<file path="src/rtl/conv_mac_engine.sv">
// conv_mac_engine: multi-channel 3x3 (TAPS-wide) convolution multiply-accumulate.
//
// A weight load writes one bank per channel; each accepted IFM beat is then
// multiplied tap-by-tap against the bank of the current channel. The products
// are summed and accumulated across the group's channels, and the group result
// is emitted as a single-cycle strobe.
//
// Ports
//   clk, rst       clock, synchronous active-high reset
//   cfg_ch         channels per output (0 -> 1, > MAX_CH -> MAX_CH)
//   cfg_signed     two's-complement mode when 1, unsigned when 0
//   cfg_relu       clamp negative results to 0
//                  (all three cfg inputs are sampled on the first weight beat of a load)
//   weight_valid   In_Weight carries one channel's TAPS weights
//   In_Weight      packed weights, tap k at [k*DATA_W +: DATA_W]
//   in_valid       In_IFM carries one channel's window
//   In_IFM         packed pixels, tap k pairs with weight tap k
//   out_valid      single-cycle result strobe
//   Out_OFM        result, 0 whenever out_valid is 0
//   err            single-cycle pulse for each discarded beat
//   dbg_state_o    control FSM state (W_EMPTY=0, LOADING=1, READY=2)
//
// Handshake: valid-only with no backpressure. A beat is offered exactly in the
// cycle its valid is high and is either consumed at that clock edge or
// discarded, and a discarded beat is flagged on err one cycle later. If
// in_valid and weight_valid are both high, in_valid is handled according to
// the current state and the weight beat is always discarded.
//
// Latency: a group's last beat sampled at edge E produces out_valid after E+3.
// The stages are the beat capture at E, the products at E+1, the accumulate at
// E+2 and the output register at E+3.
module conv_mac_engine #(
  parameter  int DATA_W = 8,
  parameter  int TAPS   = 9,
  parameter  int MAX_CH = 4,
  localparam int OUT_W  = 2*DATA_W + $clog2(TAPS*MAX_CH) + 1,
  localparam int CH_W   = $clog2(MAX_CH+1)
) (
  input  logic                     clk,
  input  logic                     rst,
  input  logic [CH_W-1:0]          cfg_ch,
  input  logic                     cfg_signed,
  input  logic                     cfg_relu,
  input  logic                     weight_valid,
  input  logic [TAPS*DATA_W-1:0]   In_Weight,
  input  logic                     in_valid,
  input  logic [TAPS*DATA_W-1:0]   In_IFM,
  output logic                     out_valid,
  output logic [OUT_W-1:0]         Out_OFM,
  output logic                     err,
  output logic [1:0]               dbg_state_o
);

  localparam int IDX_W = (MAX_CH > 1) ? $clog2(MAX_CH) : 1;

  typedef enum logic [1:0] {W_EMPTY = 2'd0, LOADING = 2'd1, READY = 2'd2} state_t;

  state_t                  state_q, state_d;
  logic [CH_W-1:0]         w_cnt_q, w_cnt_d, ch_cnt_q, ch_cnt_d, ch_num_q, ch_num_d;
  logic                    signed_q, signed_d, relu_q, relu_d;
  logic                    err_q;

  logic                    in_acc, w_acc, w_blocked, err_d, first_w, last_beat;
  logic [CH_W-1:0]         eff_ch, load_n, w_idx;

  logic [TAPS*DATA_W-1:0]  wbank_q [MAX_CH];
  logic                    s0_valid_q, s0_first_q, s0_last_q, s0_signed_q, s0_relu_q;
  logic [TAPS*DATA_W-1:0]  s0_ifm_q, s0_w_q;
  logic                    s1_valid_q, s1_first_q, s1_last_q, s1_relu_q;
  logic signed [OUT_W-1:0] s1_prod_q [TAPS];
  logic signed [OUT_W-1:0] tree_sum, acc_q;
  logic                    s2_valid_q, s2_relu_q;
  logic                    out_valid_q;
  logic [OUT_W-1:0]        out_q;

  // Widen an operand to OUT_W so every product and sum is exact at that width.
  function automatic logic signed [OUT_W-1:0] ext(input logic [DATA_W-1:0] x, input logic sgn);
    return sgn ? {{(OUT_W-DATA_W){x[DATA_W-1]}}, x} : {{(OUT_W-DATA_W){1'b0}}, x};
  endfunction

  always_comb begin
    eff_ch = cfg_ch;
    if (cfg_ch == '0) eff_ch = CH_W'(1);
    else if (cfg_ch > CH_W'(MAX_CH)) eff_ch = CH_W'(MAX_CH);
  end

  // Next-state logic. READY with a non-zero channel counter means that a
  // group is partially received. A weight beat in that window would corrupt
  // the bank that the rest of the group still reads, so it is rejected.
  always_comb begin
    state_d   = state_q;
    w_cnt_d   = w_cnt_q;
    ch_cnt_d  = ch_cnt_q;
    ch_num_d  = ch_num_q;
    signed_d  = signed_q;
    relu_d    = relu_q;
    w_blocked = (state_q == READY) && (ch_cnt_q != '0);
    in_acc    = in_valid && (state_q == READY);
    w_acc     = weight_valid && !in_valid && !w_blocked;
    err_d     = (in_valid && (state_q != READY)) || (weight_valid && (in_valid || w_blocked));
    first_w   = (state_q != LOADING);
    load_n    = first_w ? eff_ch : ch_num_q;
    w_idx     = first_w ? '0 : w_cnt_q;
    last_beat = in_acc && ((ch_cnt_q + CH_W'(1)) == ch_num_q);

    if (w_acc) begin
      if (first_w) begin
        ch_num_d = eff_ch;
        signed_d = cfg_signed;
        relu_d   = cfg_relu;
      end
      // The beat that completes the load goes straight to READY, so a
      // single-channel load takes one cycle.
      if ((w_idx + CH_W'(1)) == load_n) begin
        state_d = READY;
        w_cnt_d = '0;
      end else begin
        state_d = LOADING;
        w_cnt_d = w_idx + CH_W'(1);
      end
    end

    if (in_acc) ch_cnt_d = last_beat ? '0 : ch_cnt_q + CH_W'(1);
  end

  always_comb begin
    tree_sum = '0;
    for (int k = 0; k < TAPS; k++) tree_sum = tree_sum + s1_prod_q[k];
  end

  // Control and output registers.
  always_ff @(posedge clk) begin
    if (rst) begin
      state_q     <= W_EMPTY;
      w_cnt_q     <= '0;
      ch_cnt_q    <= '0;
      ch_num_q    <= CH_W'(1);
      signed_q    <= 1'b0;
      relu_q      <= 1'b0;
      err_q       <= 1'b0;
      s0_valid_q  <= 1'b0;
      s1_valid_q  <= 1'b0;
      s2_valid_q  <= 1'b0;
      out_valid_q <= 1'b0;
      out_q       <= '0;
    end else begin
      state_q     <= state_d;
      w_cnt_q     <= w_cnt_d;
      ch_cnt_q    <= ch_cnt_d;
      ch_num_q    <= ch_num_d;
      signed_q    <= signed_d;
      relu_q      <= relu_d;
      err_q       <= err_d;
      s0_valid_q  <= in_acc;
      s1_valid_q  <= s0_valid_q;
      s2_valid_q  <= s1_valid_q && s1_last_q;
      out_valid_q <= s2_valid_q;
      if (s2_valid_q) out_q <= (s2_relu_q && acc_q[OUT_W-1]) ? '0 : acc_q;
      else            out_q <= '0;
    end
  end

  // Datapath registers. The sign mode, the ReLU flag and the selected weights
  // travel with each beat, so a new load cannot disturb results in flight.
  always_ff @(posedge clk) begin
    if (w_acc) wbank_q[w_idx[IDX_W-1:0]] <= In_Weight;
    if (in_acc) begin
      s0_ifm_q    <= In_IFM;
      s0_w_q      <= wbank_q[ch_cnt_q[IDX_W-1:0]];
      s0_first_q  <= (ch_cnt_q == '0);
      s0_last_q   <= last_beat;
      s0_signed_q <= signed_q;
      s0_relu_q   <= relu_q;
    end
    for (int k = 0; k < TAPS; k++)
      s1_prod_q[k] <= ext(s0_ifm_q[k*DATA_W +: DATA_W], s0_signed_q) *
                      ext(s0_w_q[k*DATA_W +: DATA_W], s0_signed_q);
    s1_first_q <= s0_first_q;
    s1_last_q  <= s0_last_q;
    s1_relu_q  <= s0_relu_q;
    // The first beat of a group replaces the accumulator instead of adding to it.
    if (s1_valid_q) acc_q <= (s1_first_q ? '0 : acc_q) + tree_sum;
    if (s1_valid_q && s1_last_q) s2_relu_q <= s1_relu_q;
  end

  assign out_valid   = out_valid_q;
  assign Out_OFM     = out_q;
  assign err         = err_q;
  assign dbg_state_o = state_q;

endmodule

</file>
<file path="config.mk">
export PLATFORM = sky130hd
export DESIGN_NAME = conv_mac_engine
export DESIGN_NICKNAME = d
export VERILOG_FILES = /design/src/rtl/conv_mac_engine.sv
export SDC_FILE = /design/constraint.sdc
export NUM_CORES = 2
export LEC_CHECK = 0
export BUFFER_PORTS_ARGS = -buffer_cell sky130_fd_sc_hd__buf_2
export CORE_MARGIN = 5
export CORE_UTILIZATION = 60
export DETAILED_ROUTE_END_ITERATION = 8
export GPL_TIMING_DRIVEN = 0
export PLACE_DENSITY = 0.77
export SLEW_MARGIN = 40
export SYNTH_ARGS = -nofsm -noshare
export SYNTH_HDL_FRONTEND = slang
export SYNTH_SLANG_ARGS = --single-unit
export TNS_END_PERCENT = 10
</file>
<file path="constraint.sdc">
create_clock -name clk -period 8.35 [get_ports clk]
set_input_delay 0.835 -clock clk [delete_from_list [all_inputs] [get_ports clk]]
set_output_delay 0.835 -clock clk [all_outputs]
set_load 0.1 [all_outputs]
</file>
# [Yosys cells after proc, flatten, opt, wreduce, memory -nomap -nowiden]
# Memory sizes are Yosys's and may differ from the RTL's. A register that Yosys moved wholly into a read port is not among the register bits.
# Index checks and enable logic that the tools add are counted.
[totals] elab_cells=97 mem_count=2 ff_bits=144 input_bits=153 out_inout_bits=27 mem_bits_rw=495
[op_classes] order_cmp=1 n_addsub=11 n_bitwise=1 n_mux=28 reduce_logical=18 mul=9 n_eq_ne=5
[mem_list] memory="wbank_q" depth=4 width=72 rd=1 rd_ports_with_merged_regs=1 wr=1 line_no="66" rtl="logic [TAPS*DATA_W-1:0] wbank_q [MAX_CH];"
[mem_list] memory="s1_prod_q" depth=9 width=23 rd=9 rd_ports_with_merged_regs=0 wr=9 line_no="70" rtl="logic signed [OUT_W-1:0] s1_prod_q [TAPS];"
[op_table] op="two-way mux 23 bit" count=19
[op_table] op="adder 23 bit" count=9
[op_table] op="multiplier 23 x 23 -> 23 bit" count=9
[op_table] op="two-way mux 3 bit" count=6
[op_table] op="logical AND 1 bit" count=9
[op_table] op="adder 3 x 1 -> 3 bit, second input constant" count=2
[op_table] op="equality test 3 bit" count=2
[op_table] op="zero test 3 bit" count=2
[op_table] op="greater-than comparator 3 bit, second input constant" count=1
[op_table] op="nonzero test 3 bit" count=1
[op_table] op="OR reduction 3 bit" count=1
[op_table] op="equality test 2 bit, second input constant" count=1
[op_table] op="zero test 1 bit" count=2
[op_table] op="logical OR 1 bit" count=2
[op_table] op="two-way mux 1 bit" count=2
[op_table] op="two-way mux 2 bit" count=1
[op_table] op="!= test 2 x 1 -> 1 bit, second input constant" count=1
[op_table] op="!= test 2 bit, second input constant" count=1
[op_table] op="AND reduction 2 bit" count=1
[op_table] op="inverter 1 bit" count=1

# [Longest topological paths before layout]
[depth] ltp_word=9 depth_mapped=30 depth_no_buf=26

# [Worst setup path after synthesis]
# OpenSTA, ideal clock, no wires.
[synth_path] path_kind="register to register" start="register s0_signed_q" end="memory s1_prod_q[0][137] (netlist bit)" path_stages_with_launch=27 t_required_ns=8.232 synth_period_minus_slack_ns=7.027 path_slack_ns=1.323 path_buffers=4 t_arrival_ns=6.908 cell_sequence="edfxtp_1 buf_2 buf_4 clkbuf_1 clkbuf_1 and2_1 nand2_1 fa_1 inv_1 fa_1 inv_1 fa_1 inv_1 fa_1 fa_1 fa_1 inv_1 fa_1 inv_1 ha_1 o21ai_0 nor2_1 a211o_1 a21oi_1 o21ai_0 a31o_2 xnor2_1"
[synth_rtl] element="start: declaration" line_no="67" rtl="logic s0_valid_q, s0_first_q, s0_last_q, s0_signed_q, s0_relu_q;"
[synth_rtl] element="start signal: assignment" line_no="172" rtl="s0_signed_q <= signed_q;"
[synth_rtl] element="end: declaration" line_no="70"

==> run_results.csv <==
group,metric,value,unit
setup_path,start_kind,"flip-flop",
setup_path,cp.required,8.95,ns
setup_path,cp_slowest_cell,"fa_2",
yosys,syn_area,80690,sq um
clock_network,clkTransAtPathRegs,0.06,ns
global_routing,grt_pass1_vias,55340,
sta,rsz0062_at_grt,"yes",
sta,post-route-period-util,98.42,%
route,initialDrtViolationCount,2963,
global_routing,track_usage,27.58,%
placement,place_area,84200,sq um
finish,fin_nets,10030,
sta,setup_viol,0,
hold_path,hold_start,"In_IFM[13]",
clock_network,cts_tree,"built",
floorplanning,core-area,133600,sq um
global_routing,grt-ovfl-total,0,
sta,fin_skew,0.04356,ns
setup_path,rr_startpoint,"s0_signed_q",
route,drtPass1Iterations,7,
sta,hold_viol_final,0,
yosys,synth.area.mux_share,2.084,%
yosys,synth_top_family_by_area,"adder cells",
finish,final_cell_mix,"inv_1 (1892), fa_1 (1326), ha_1 (893)",
route,wirelength,189000,microns
clock_network,cts_buffers,82,
setup_path,slowest_delay,0.60,ns
sta,maxSlewHeadroom,45.88,%
floorplanning,die-area,141900,sq um
yosys,synthArstFlopShare,0,%
clock_network,htree_levels,3,
route,final_antenna_net_count,0,
clock_network,clk_path_buf_depth,3,
yosys,syn_nets,9743,
route,vias,50630,
yosys,yosysSeqAreaShare,23.35,%
sta,fmax,0.1217,GHz
route,wl_per_cell,19.91,microns
clock_network,insertion_delay,0.71,ns
yosys,postSynthCellCount,7362,
power_and_ir_drop,power_density,394.6,nW/um^2
flow_run,max_cap_violations,0,
sta,fin_crit,8.218,ns
finish,mostFrequentLayoutCell,"inv_1",
yosys,syn_avg_cell_area,10.96,sq um
power_and_ir_drop,vdd_drop_max,1.761,mV
yosys,synth-compound-area-share,3.985,%
finish,fin_area,87270,sq um
floorplanning,die_h,376.7,microns
sta,worst_pin_slew,0.8119,ns
yosys,yosysUniqueCellTypes,85,
placement,post-place-cells,9325,
finish,fin_util,65.31,%
floorplanning,start_util,60.38,%
route,drc,0,
global_routing,antenna_found_initial,19,
power_and_ir_drop,p_leak,42.92,nW
finish,synthToLayoutAreaGrowth,8.155,%
clock_network,ctsRootBufferMaster,"clkbuf_16",
placement,place_congestion,0.9488,
global_routing,grt_start_max_net_pins,66,
yosys,yosysWarnings,0,
clock_network,clock_sinks,711,
floorplanning,fp.dieW,376.7,microns
floorplanning,io_pins,180,
sta,drv_slew,0,
placement,dp_hpwl,158300,microns
global_routing,grt_pass1_wl,303300,microns
setup_path,endpoint_kind,"flip-flop",
yosys,synth_edf_count,460,
yosys,synth_ff_type,"edfxtp_1",
yosys,ys_ff_latch,711,
status,status,"finished clean",
yosys,yosys.area_share.simple,8.733,%
placement,portBuffers,179,
yosys,synth_xor_area_share,5.412,%
finish,drive_gt1_share,6.833,%
yosys,synth_adder_area_share,46.94,%
clock_network,hold_buffers,0,
hold_path,worstHoldPathType,"primary input to flip-flop",
floorplanning,rows,134,
setup_path,cp_max_fo,13,
setup_path,cp-startpoint,"s0_signed_q",
setup_path,path_class,"flip-flop to flip-flop",
setup_path,crit_path_frequent_cell,"inv_1",
setup_path,critPathArrivalTime,8.82,ns
route,vias_per_cell,5.332,
finish,final_cells,9496,
-- where the power goes --
group,switching (W),total [W],internal (W)
clock network,0.00160,0.00377,0.00217
registers,0.000339,0.00572,0.00538
logic,0.0138,0.0249,0.0112
total,0.0157,0.0344,0.0187
-- layer usage --
| metal | global-route usage, % | vias to the layer above | wire length [microns] | part of all wire [%] |
|---|---|---|---|---|
| met5 | 0 | - | 83 | 0.044 |
| met4 | 10.62 | 12 | 7735 | 4.1 |
| met3 | 4.628 | 338 | 12130 | 6.4 |
| met2 | 44.99 | 1411 | 89120 | 47 |
| met1 | 37.45 | 25660 | 79990 | 42 |
| li1 | - | 23210 | - | - |
-- registers in the layout, indices dropped and copies added, names as in the netlist, 2 cells and up --
| register | flops |
|---|---|
| ch_cnt_q | 3 |
| s1_prod_q | 207 |
| wbank_q | 288 |
| w_cnt_q | 3 |
| s0_ifm_q | 72 |
| Out_OFM | 23 |
| ch_num_q | 3 |
| s0_w_q | 72 |
| dbg_state_o | 2 |
| acc_q | 23 |
-- metrics by stage --
stage	setup TNS [ns]	worst slack (ns)	total power, W	hold WS, ns
CTS	0	0.02100	0.03439	0.2274
global route	-0.02235	-0.01574	0.03738	0.2621
finish	0	0.1315	0.03443	0.2847
floorplan	0	1.323	0.02522	0.3233
global placement	-458.08	-4.770	0.02998	0.3260
detailed placement	-83.84	-1.867	0.03036	0.3278
-- synthesized netlist by cell type, drive strengths merged (44+ instances only) --
library cell     n  area share [%]
inv           1894             8.8
fa            1329              33
ha             899              14
and2           516             4.0
edfxtp         460              17
xnor2          426             4.7
nand2          276             1.3
dfxtp          251             6.2
nor2           209            0.97
a21oi          178             1.2
clkbuf         133            0.62
and3           100            0.78
o21ai           78            0.49
a21o            74            0.69
mux4            72             2.0
xor2            70            0.76
nor2b           47            0.37
nand3           44            0.27
-- worst paths after layout --
| path | end | slack [ns] | cells after the start |
|---|---|---|---|
| worst min-delay path | s0_ifm_q[13] | 0.28 | 1 |
| worst max-delay path | s1_prod_q[0][68] | 0.13 | 29 |
| worst max register to register | s1_prod_q[0][68] | 0.13 | 29 |
| worst min register to register | s1_relu_q | 0.34 | 0 |
-- cell type report --
type                    count  area, sq um
clock inverters            48        599.3
flip-flops and latches    711        18840
diodes                     15        37.54
plain buffers             143        681.9
well taps                1768         2212
clock buffers             105         2255
multi-input cells        4613        54250
fillers                 10140        46360
repair buffers            199         1270
inverters                1894         7121
-- kinds of logic (layout without fill, tap and decap cells) --
kind of cell,after synthesis,count (layout)
adders and majority gates,2230,2230
buffers and inverters,2038,2389
and+or+nand+nor,1329,1329
DFF,711,711
xor gates and xnor gates,496,496
AOI/OAI and AO/OA,480,480
muxes,78,78
other,0,15
-- critical path: cells and delay by family, from the launching register on --
family                     cells  cell delay (ns)
AOI/OAI and AO/OA              4             0.76
buffers and inverters         13             2.09
adders and majority gates      8             3.72
and+or+nand+nor                3             0.79
xor gates and xnor gates       1             0.25
DFF                            1             0.40
-- timing repair --
item / 4_1_cts / 5_1_grt
endpoints found under the setup margin: 99 / 7
setup buffers: 2 / 2
resized for setup: 19 / 9
(Power assumes the default switching activity.)
